<file path="config.mk">
export PLATFORM = sky130hd
export DESIGN_NAME = conv_loop_scheduler
export DESIGN_NICKNAME = d
export VERILOG_FILES = /design/src/rtl/conv_loop_scheduler.sv
export SDC_FILE = /design/constraint.sdc
export NUM_CORES = 1
export LEC_CHECK = 0
export ABC_AREA = 1
export ABC_CLOCK_PERIOD_IN_PS = 3300
export CAP_MARGIN = 20
export CORE_AREA = 2 2 76 78
export DETAILED_ROUTE_END_ITERATION = 6
export DIE_AREA = 0 0 78 80
export PLACE_DENSITY_LB_ADDON = 0.15
export REMOVE_ABC_BUFFERS = 1
export SYNTH_ARGS = -nofsm -noshare
export SYNTH_HDL_FRONTEND = slang
export SYNTH_SLANG_ARGS = --single-unit
</file>
<file path="constraint.sdc">
create_clock -name clk -period 3.3 [get_ports clk]
set_input_delay 0.495 -clock clk [delete_from_list [all_inputs] [get_ports clk]]
set_output_delay 0.495 -clock clk [all_outputs]
set_load 0.01 [all_outputs]
</file>
<file path="src/rtl/conv_loop_scheduler.sv">
// Loop sequencer for a zero-padded "same" convolution: walks y, x, co, ky, kx, ci,
// paces the MAC through every tap with valid/ready handshakes and flags padded taps.
module conv_loop_scheduler #(
  parameter int FEATURE_MAP_WIDTH  = 128,
  parameter int FEATURE_MAP_HEIGHT = 128,
  parameter int INPUT_NB_CHANNELS  = 2,
  parameter int OUTPUT_NB_CHANNELS = 16,
  parameter int KERNEL_SIZE        = 3
) (
  input  logic clk,
  input  logic arst_n_in,
  input  logic start,
  output logic running,
  output logic fsm_done,
  input  logic a_valid,
  output logic a_ready,
  input  logic b_valid,
  output logic b_ready,
  output logic a_zero_flag,
  output logic signed [$clog2(FEATURE_MAP_WIDTH):0]  tap_x,
  output logic signed [$clog2(FEATURE_MAP_HEIGHT):0] tap_y,
  output logic [((INPUT_NB_CHANNELS > 1) ? $clog2(INPUT_NB_CHANNELS) : 1)-1:0] tap_ci,
  output logic mac_valid,
  output logic mac_first,
  output logic mac_last,
  output logic output_valid,
  output logic [((FEATURE_MAP_WIDTH > 1) ? $clog2(FEATURE_MAP_WIDTH) : 1)-1:0]   output_x,
  output logic [((FEATURE_MAP_HEIGHT > 1) ? $clog2(FEATURE_MAP_HEIGHT) : 1)-1:0] output_y,
  output logic [((OUTPUT_NB_CHANNELS > 1) ? $clog2(OUTPUT_NB_CHANNELS) : 1)-1:0] output_ch
);

  localparam int XW   = (FEATURE_MAP_WIDTH > 1)  ? $clog2(FEATURE_MAP_WIDTH)  : 1;
  localparam int YW   = (FEATURE_MAP_HEIGHT > 1) ? $clog2(FEATURE_MAP_HEIGHT) : 1;
  localparam int CIW  = (INPUT_NB_CHANNELS > 1)  ? $clog2(INPUT_NB_CHANNELS)  : 1;
  localparam int COW  = (OUTPUT_NB_CHANNELS > 1) ? $clog2(OUTPUT_NB_CHANNELS) : 1;
  localparam int KW   = (KERNEL_SIZE > 1)        ? $clog2(KERNEL_SIZE)        : 1;
  localparam int TXW  = $clog2(FEATURE_MAP_WIDTH) + 1;
  localparam int TYW  = $clog2(FEATURE_MAP_HEIGHT) + 1;
  localparam int HALF = (KERNEL_SIZE - 1) / 2;

  localparam logic [XW-1:0]  X_MAX  = XW'(FEATURE_MAP_WIDTH - 1);
  localparam logic [YW-1:0]  Y_MAX  = YW'(FEATURE_MAP_HEIGHT - 1);
  localparam logic [CIW-1:0] CI_MAX = CIW'(INPUT_NB_CHANNELS - 1);
  localparam logic [COW-1:0] CO_MAX = COW'(OUTPUT_NB_CHANNELS - 1);
  localparam logic [KW-1:0]  K_MAX  = KW'(KERNEL_SIZE - 1);

  typedef enum logic [1:0] {S_IDLE, S_MAC, S_OUT, S_DONE} state_t;

  state_t          state_reg;
  logic [YW-1:0]   y_reg;
  logic [XW-1:0]   x_reg;
  logic [COW-1:0]  co_reg;
  logic [KW-1:0]   ky_reg;
  logic [KW-1:0]   kx_reg;
  logic [CIW-1:0]  ci_reg;
  logic            running_reg;
  logic            done_reg;
  logic            out_valid_reg;
  logic [XW-1:0]   output_x_reg;
  logic [YW-1:0]   output_y_reg;
  logic [COW-1:0]  output_ch_reg;

  int   tap_x_full;
  int   tap_y_full;
  logic in_mac;
  logic pad;
  logic fire;
  logic tap_first;
  logic tap_last;
  logic last_output;

  // Tap coordinates are evaluated at full integer width so padding detection never
  // suffers from the narrow output port wrapping around.
  always_comb begin
    tap_x_full  = int'(x_reg) + int'(kx_reg) - HALF;
    tap_y_full  = int'(y_reg) + int'(ky_reg) - HALF;
    in_mac      = (state_reg == S_MAC);
    pad         = in_mac && ((tap_x_full < 0) || (tap_x_full >= FEATURE_MAP_WIDTH) ||
                             (tap_y_full < 0) || (tap_y_full >= FEATURE_MAP_HEIGHT));
    fire        = in_mac && (a_valid || pad) && b_valid;
    tap_first   = (ky_reg == '0) && (kx_reg == '0) && (ci_reg == '0);
    tap_last    = (ky_reg == K_MAX) && (kx_reg == K_MAX) && (ci_reg == CI_MAX);
    last_output = (y_reg == Y_MAX) && (x_reg == X_MAX) && (co_reg == CO_MAX);
  end

  assign a_zero_flag  = pad;
  assign a_ready      = in_mac && !pad && b_valid;
  assign b_ready      = in_mac && (a_valid || pad);
  assign mac_valid    = fire;
  assign mac_first    = fire && tap_first;
  assign mac_last     = fire && tap_last;
  assign tap_x        = in_mac ? tap_x_full[TXW-1:0] : '0;
  assign tap_y        = in_mac ? tap_y_full[TYW-1:0] : '0;
  assign tap_ci       = ci_reg;
  assign running      = running_reg;
  assign fsm_done     = done_reg;
  assign output_valid = out_valid_reg;
  assign output_x     = output_x_reg;
  assign output_y     = output_y_reg;
  assign output_ch    = output_ch_reg;

  always_ff @(posedge clk) begin
    if (!arst_n_in) begin
      state_reg     <= S_IDLE;
      y_reg         <= '0;
      x_reg         <= '0;
      co_reg        <= '0;
      ky_reg        <= '0;
      kx_reg        <= '0;
      ci_reg        <= '0;
      running_reg   <= 1'b0;
      done_reg      <= 1'b0;
      out_valid_reg <= 1'b0;
      output_x_reg  <= '0;
      output_y_reg  <= '0;
      output_ch_reg <= '0;
    end else begin
      done_reg      <= 1'b0;
      out_valid_reg <= 1'b0;
      case (state_reg)
        S_IDLE: begin
          if (start) begin
            state_reg   <= S_MAC;
            running_reg <= 1'b1;
          end
        end
        S_MAC: begin
          if (fire) begin
            // Innermost-first carry chain; all three wrap to 0 on the last tap.
            if (ci_reg == CI_MAX) begin
              ci_reg <= '0;
              if (kx_reg == K_MAX) begin
                kx_reg <= '0;
                ky_reg <= (ky_reg == K_MAX) ? '0 : ky_reg + 1'b1;
              end else begin
                kx_reg <= kx_reg + 1'b1;
              end
            end else begin
              ci_reg <= ci_reg + 1'b1;
            end
            if (tap_last) begin
              state_reg     <= S_OUT;
              out_valid_reg <= 1'b1;
              output_x_reg  <= x_reg;
              output_y_reg  <= y_reg;
              output_ch_reg <= co_reg;
            end
          end
        end
        S_OUT: begin
          if (co_reg == CO_MAX) begin
            co_reg <= '0;
            if (x_reg == X_MAX) begin
              x_reg <= '0;
              y_reg <= (y_reg == Y_MAX) ? '0 : y_reg + 1'b1;
            end else begin
              x_reg <= x_reg + 1'b1;
            end
          end else begin
            co_reg <= co_reg + 1'b1;
          end
          if (last_output) begin
            state_reg <= S_DONE;
            done_reg  <= 1'b1;
          end else begin
            state_reg <= S_MAC;
          end
        end
        S_DONE: begin
          state_reg   <= S_IDLE;
          running_reg <= 1'b0;
        end
        default: begin
          state_reg   <= S_IDLE;
          running_reg <= 1'b0;
        end
      endcase
    end
  end

endmodule

</file>
Yosys cells after proc, flatten, opt, wreduce, memory -nomap -nowiden
Index checks and enable logic that the tools add are counted.

cells by class
  bitwise operators = 1
  eq/ne operators = 11
  reductions and logical operators = 32
  add/subtract/negate cells = 10
  mux-type cells = 17
  $lt $le $gt $ge = 4

operator list
  kind                                                       count
  greater-or-equal comparator 9 bit (second input constant)  2
  < comparator 9 x 1 -> 1 bit (second input constant)        2
  subtractor 8 x 1 -> 9 bit (second input constant)          2
  adder 7 x 2 -> 8 bit                                       2
  2-to-1 mux 8 bit                                           2
  AND reduction 3 bit                                        5
  adder 7 x 1 -> 7 bit (second input constant)               2
  == test 7 bit (second input constant)                      2
  2-to-1 mux 7 bit                                           2
  logical AND 1 bit                                          13
  2-to-1 mux 2 bit                                           6
  == test 2 bit (second input constant)                      4
  one-hot mux 2 bit (4 select lines)                         1
  AND reduction 2 bit                                        4
  logical NOT 2 bit                                          3
  adder 2 x 1 -> 2 bit (second input constant)               2
  adder 4 x 1 -> 4 bit (second input constant)               1
  == test 4 bit (second input constant)                      1
  logical OR 1 bit                                           4
  2-to-1 mux 1 bit                                           4
  2-to-1 mux 4 bit                                           1
  != test 2 x 1 -> 1 bit (second input constant)             2
  AND reduction 4 bit                                        1
  == test 2 x 1 -> 1 bit (second input constant)             1
  6 further kinds                                            6

word-level totals
  bits in registers = 46
  word-level logic and storage cells = 88
  output and inout bits = 44

Longest topological paths before layout
  depth after elaboration = 12
  mapped depth = 20
  gate-level depth less buffers = 20

Worst setup path before layout
Ideal clock, no wire load.

  path type = register to output
  start = reg x_reg[1]
  end = out mac_last
  stages on the path, launching flop included = 18
  path slack = 0.641 ns
  required time = 2.805 ns
  path buffers = 1
  arrival = 2.164 ns
  path through = dfxtp_1 -> inv_1 -> ha_1 -> inv_1 -> ha_1 -> inv_1 -> fa_1 -> inv_1 -> nand2_1 -> nand2_1 -> nand3_1 -> nand2_1 -> nand2_1 -> nand2_1 -> nand4_4 -> nand3_4 -> inv_6 -> buf_12

between the ends
  longest elaborated chain between the ends = 11
  elaborated cells on any way between the ends = 12

RTL lines
  what                                                                                     RTL line  source
  start: declaration                                                                       51        logic [XW-1:0] x_reg;
  start signal: assignment                                                                 157       x_reg <= x_reg + 1'b1;
  adder 7 x 2 -> 8 bit *                                                                   75        tap_x_full = int'(x_reg) + int'(kx_reg) - HALF;
  subtractor 8 x 1 -> 9 bit *                                                              75
  < comparator 9 x 1 -> 1 bit / greater-or-equal comparator 9 bit (equally long branches)  78        pad = in_mac && ((tap_x_full < 0) || (tap_x_full >= FEATURE_MAP_WIDTH) ||
  logical OR 1 bit * (2 in a row)                                                          78
  logical OR 1 bit *                                                                       79        (tap_y_full < 0) || (tap_y_full >= FEATURE_MAP_HEIGHT));
  logical AND 1 bit *                                                                      78
  logical OR 1 bit *                                                                       80        fire = in_mac && (a_valid || pad) && b_valid;
  logical AND 1 bit * (2 in a row)                                                         80
  logical AND 1 bit *                                                                      91        assign mac_last = fire && tap_last;
  end: declaration                                                                         25        output logic mac_last,

Mark *: on every way between the ends. The rest lies on a longest branch, timed or not.

Worst setup path in the final report
  start = reg x_reg[1]
  end = out mac_valid

between the ends
  longest elaborated chain between the ends = 10
  elaborated cells on any way between the ends = 11

RTL lines
  what                                                                                     RTL line  source
  adder 7 x 2 -> 8 bit *                                                                   75
  subtractor 8 x 1 -> 9 bit *                                                              75
  < comparator 9 x 1 -> 1 bit / greater-or-equal comparator 9 bit (equally long branches)  78
  logical OR 1 bit * (2 in a row)                                                          78
  logical OR 1 bit *                                                                       79
  logical AND 1 bit *                                                                      78
  logical OR 1 bit *                                                                       80
  logical AND 1 bit * (2 in a row)                                                         80
  end: declaration                                                                         23        output logic mac_valid,

Marks and branches as above.

==> impl_metrics.tcl <==
set metrics [dict create \
    nFillCells 502 \
    whs_path_depth 2 \
    crit_fanout 4 \
    relSlewSlack_pct 71.2 \
    drc 0 \
    status "completed" \
    drt-total-wl_um 5990 \
    die-area_sq_mm 0.00624 \
    vias 2444 \
    critical_path.slowest_cell "dfxtp_2" \
    firstDrtPassIters 4 \
    synthToLayoutAreaGrowth_pct 26.1 \
    port_buffers 48 \
    fmax_mhz 319 \
    yosysUniqueCellTypes 35 \
    peakVddDrop_uv 200 \
    crit_arrival_ps 2640 \
    dp_hpwl_um 4430 \
    hp-class "reg2reg" \
    yosysWarnings 0 \
    power_density_mw_per_mm2 324 \
    syn_area_per_cell_sq_um 7.46 \
    r2r_start "x_reg[1]" \
    cts_root_buf "clkbuf_8" \
    power_mw 1.14 \
    nNetsFinal 466 \
    cts_buffers 5 \
    antenna_cells 0 \
    clock_latency_ps 300 \
    grt_pass1_vias 2254 \
    min_period_ps 3140 \
    dr.first_iter.drc_count 68 \
    rows 27 \
    reg2reg_depth 19 \
    synthCells 372 \
    hold_slack_ps 463 \
    initial_core_util_pct 51.3 \
    fin_crit_sh_pct 95.1 \
    path_cells "inv_2 -> ha_1 -> inv_1 -> ha_2 -> inv_1 -> fa_1 -> inv_1 -> nand2_1 -> nand2_1 -> nand3_1 -> nand2_1 -> nand2_1 -> nand2_2 -> nand4_4 -> nand2_4 -> buf_4 -> inv_1 -> clkbuf_2" \
    rsz0062_at_grt "true" \
    holdPathEnd "output_x[3]" \
    gp_congestion 0.843 \
    dieWidth_um 78 \
    r2r_setup_slack_ps 520 \
    reg2reg_to "state_reg[1]" \
    pin_count 49 \
    cp-start-kind "flop" \
    fp.dieH_um 80 \
    path_clk_slew_ps 80 \
    ys_seq_area_share_pct 33.2 \
    synth.cell_area_sq_mm 0.00278 \
    cts_htree_levels 2 \
    async_flop_share_pct 0 \
    p_leak_nw 1.59 \
    worstSetupPathType "reg2out" \
    place_area_sq_mm 0.00332 \
    fin_skew_ps 14.0 \
    antenna_found_initial 0 \
    critPathCaptureType "primary output" \
    min_from "output_x[3]" \
    cpPeakStageDelay_ps 360 \
    hold_viol 0 \
    synth_seq_cells 46 \
    worst_slew_pin_slew_ps 430 \
    final_cell_area_sq_mm 0.00350 \
    slew_violations 0 \
    post_drt_wl_per_cell_um 11.9 \
    drv_cap 0 \
    synth_edf_count 0 \
    required_ps 2800 \
    clk_path_buf_depth 2 \
    track_usage_pct 20.0 \
    postCtsHoldBufs 0 \
    finalSetupViolCount 0 \
    grt_pass1_wl_um 10000 \
    grt_max_degree 21 \
    coreArea_sq_mm 0.00541 \
    drive_gt1_share_pct 17.4 \
    postRouteAntennaNets 0 \
    viasPerCell 4.85 \
    tritoncts "done" \
    cts_sinks 46 \
    synth_flop_cell "dfxtp_1" \
    grt_overflow 0 \
]
area by class of cell:
| class | instances | area, sq um | area share, % |
|---|---|---|---|
| Clock buffer | 6 | 72.6 | 2.07 |
| Clock inverter | 2 | 37.5 | 1.07 |
| Inverter | 57 | 219 | 6.26 |
| Multi-Input combinational cell | 261 | 1600 | 45.7 |
| Sequential cell | 46 | 928 | 26.5 |
| Tap cell | 72 | 90.1 | 2.57 |
| Timing Repair Buffer | 60 | 554 | 15.8 |
layer usage:
layer	GRT usage [%]	wire [um]
met1	24.5	2800
met2	36.2	2960
met3	3.39	172
met4	5.26	59
met5	0	0
cell usage after synthesis, types with 2 or more instances:
library cell	instances	area [sq um]
clkbuf_1	4	15.0
nand3_2	2	20.0
nor2_2	4	25.0
nor2_1	46	173
inv_1	50	188
and2_1	2	12.5
o21bai_1	2	15.0
xor2_1	9	78.8
nor3_1	6	30.0
and3_1	2	12.5
nand2_1	68	255
inv_2	6	22.5
dfxtp_1	46	921
nand2_2	11	68.8
nand3_1	14	70.1
fa_1	2	40.0
o21ai_0	15	75.1
ha_1	28	350
a31oi_1	2	12.5
nor2_4	3	33.8
a21oi_2	9	78.8
a21oi_1	28	140
report_power, final:
part	leakage [nW]	internal, mW	switching [mW]
clock	0.0514	0.226	0.191
combinational	1.16	0.0714	0.0803
sequential	0.374	0.561	0.00569
total	1.59	0.858	0.277
worst max-delay path by stage:
| stage | startpoint | to | slack [ps] | cells past startpoint |
|---|---|---|---|---|
| 6_report | x_reg[1] | mac_valid | 160 | 18 |
| 5_1_grt | x_reg[1] | mac_valid | -30 | 18 |
| 4_1_cts | kx_reg[1] | tap_x[7] | 20 | 14 |
| 3_5_place_dp | y_reg[1] | a_ready | 70 | 16 |
| 3_3_place_gp | x_reg[1] | a_ready | 160 | 16 |
| 2_1_floorplan | x_reg[1] | mac_last | 610 | 15 |
critical path, delay by kind of cell, from the launching register on:
family / cells / cell delay [ps]
adder cells (fa/ha/maj): 3 / 800
AND/OR/NAND/NOR: 8 / 720
buffers and inverters: 7 / 480
flip-flops: 1 / 360
cells by family (layout without fill, tap and decap cells):
family	count (synthesis)	after routing	synth area share, %
AOI/OAI and AO/OA	58	58	12.1
xor gates and xnor gates	9	9	2.84
adders and majority gates	30	30	14.1
buffers and inverters	65	125	9.96
DFF	46	46	33.2
and+or+nand+nor	164	164	27.8
through the flow:
step                      worst slack (ps)  setup TNS, ps  util, %  instances
after floorplan                        611              0        -        364
after global placement                 158              0     61.4        488
after detailed placement              74.8              0     61.4        488
after CTS                             15.8              0     63.5        496
after global routing                 -30.6          -30.6     64.7        504
final                                  163              0     64.7        504
cell usage in the layout (no fill, tap or decap), types with 2 or more instances in the layout:
cell / Yosys / routed
inv_1: 50 / 49
dfxtp_1: 46 / 40
nor3_1: 6 / 6
dfxtp_2: 0 / 6
clkdlybuf4s50_1: 0 / 38
inv_2: 6 / 7
nor2_2: 4 / 4
buf_4: 1 / 12
a21oi_1: 28 / 28
o21bai_1: 2 / 2
nand2_1: 68 / 65
nand3_2: 2 / 3
dlymetal6s2s_1: 0 / 4
a21oi_2: 9 / 9
nand2_2: 11 / 13
nor2_1: 46 / 46
ha_1: 28 / 27
and3_1: 2 / 2
clkbuf_8: 0 / 5
xor2_1: 9 / 9
a31oi_1: 2 / 2
clkbuf_2: 0 / 5
and2_1: 2 / 2
o21ai_0: 15 / 15
fa_1: 2 / 2
nor2_4: 3 / 3
nand3_1: 14 / 13
repair_timing:
action,4_1_cts,5_1_grt
setup endpoints to repair,8,10
resized for setup,12,22
setup buffers,0,8
pin swaps,0,7
(Power assumes the default switching activity.)
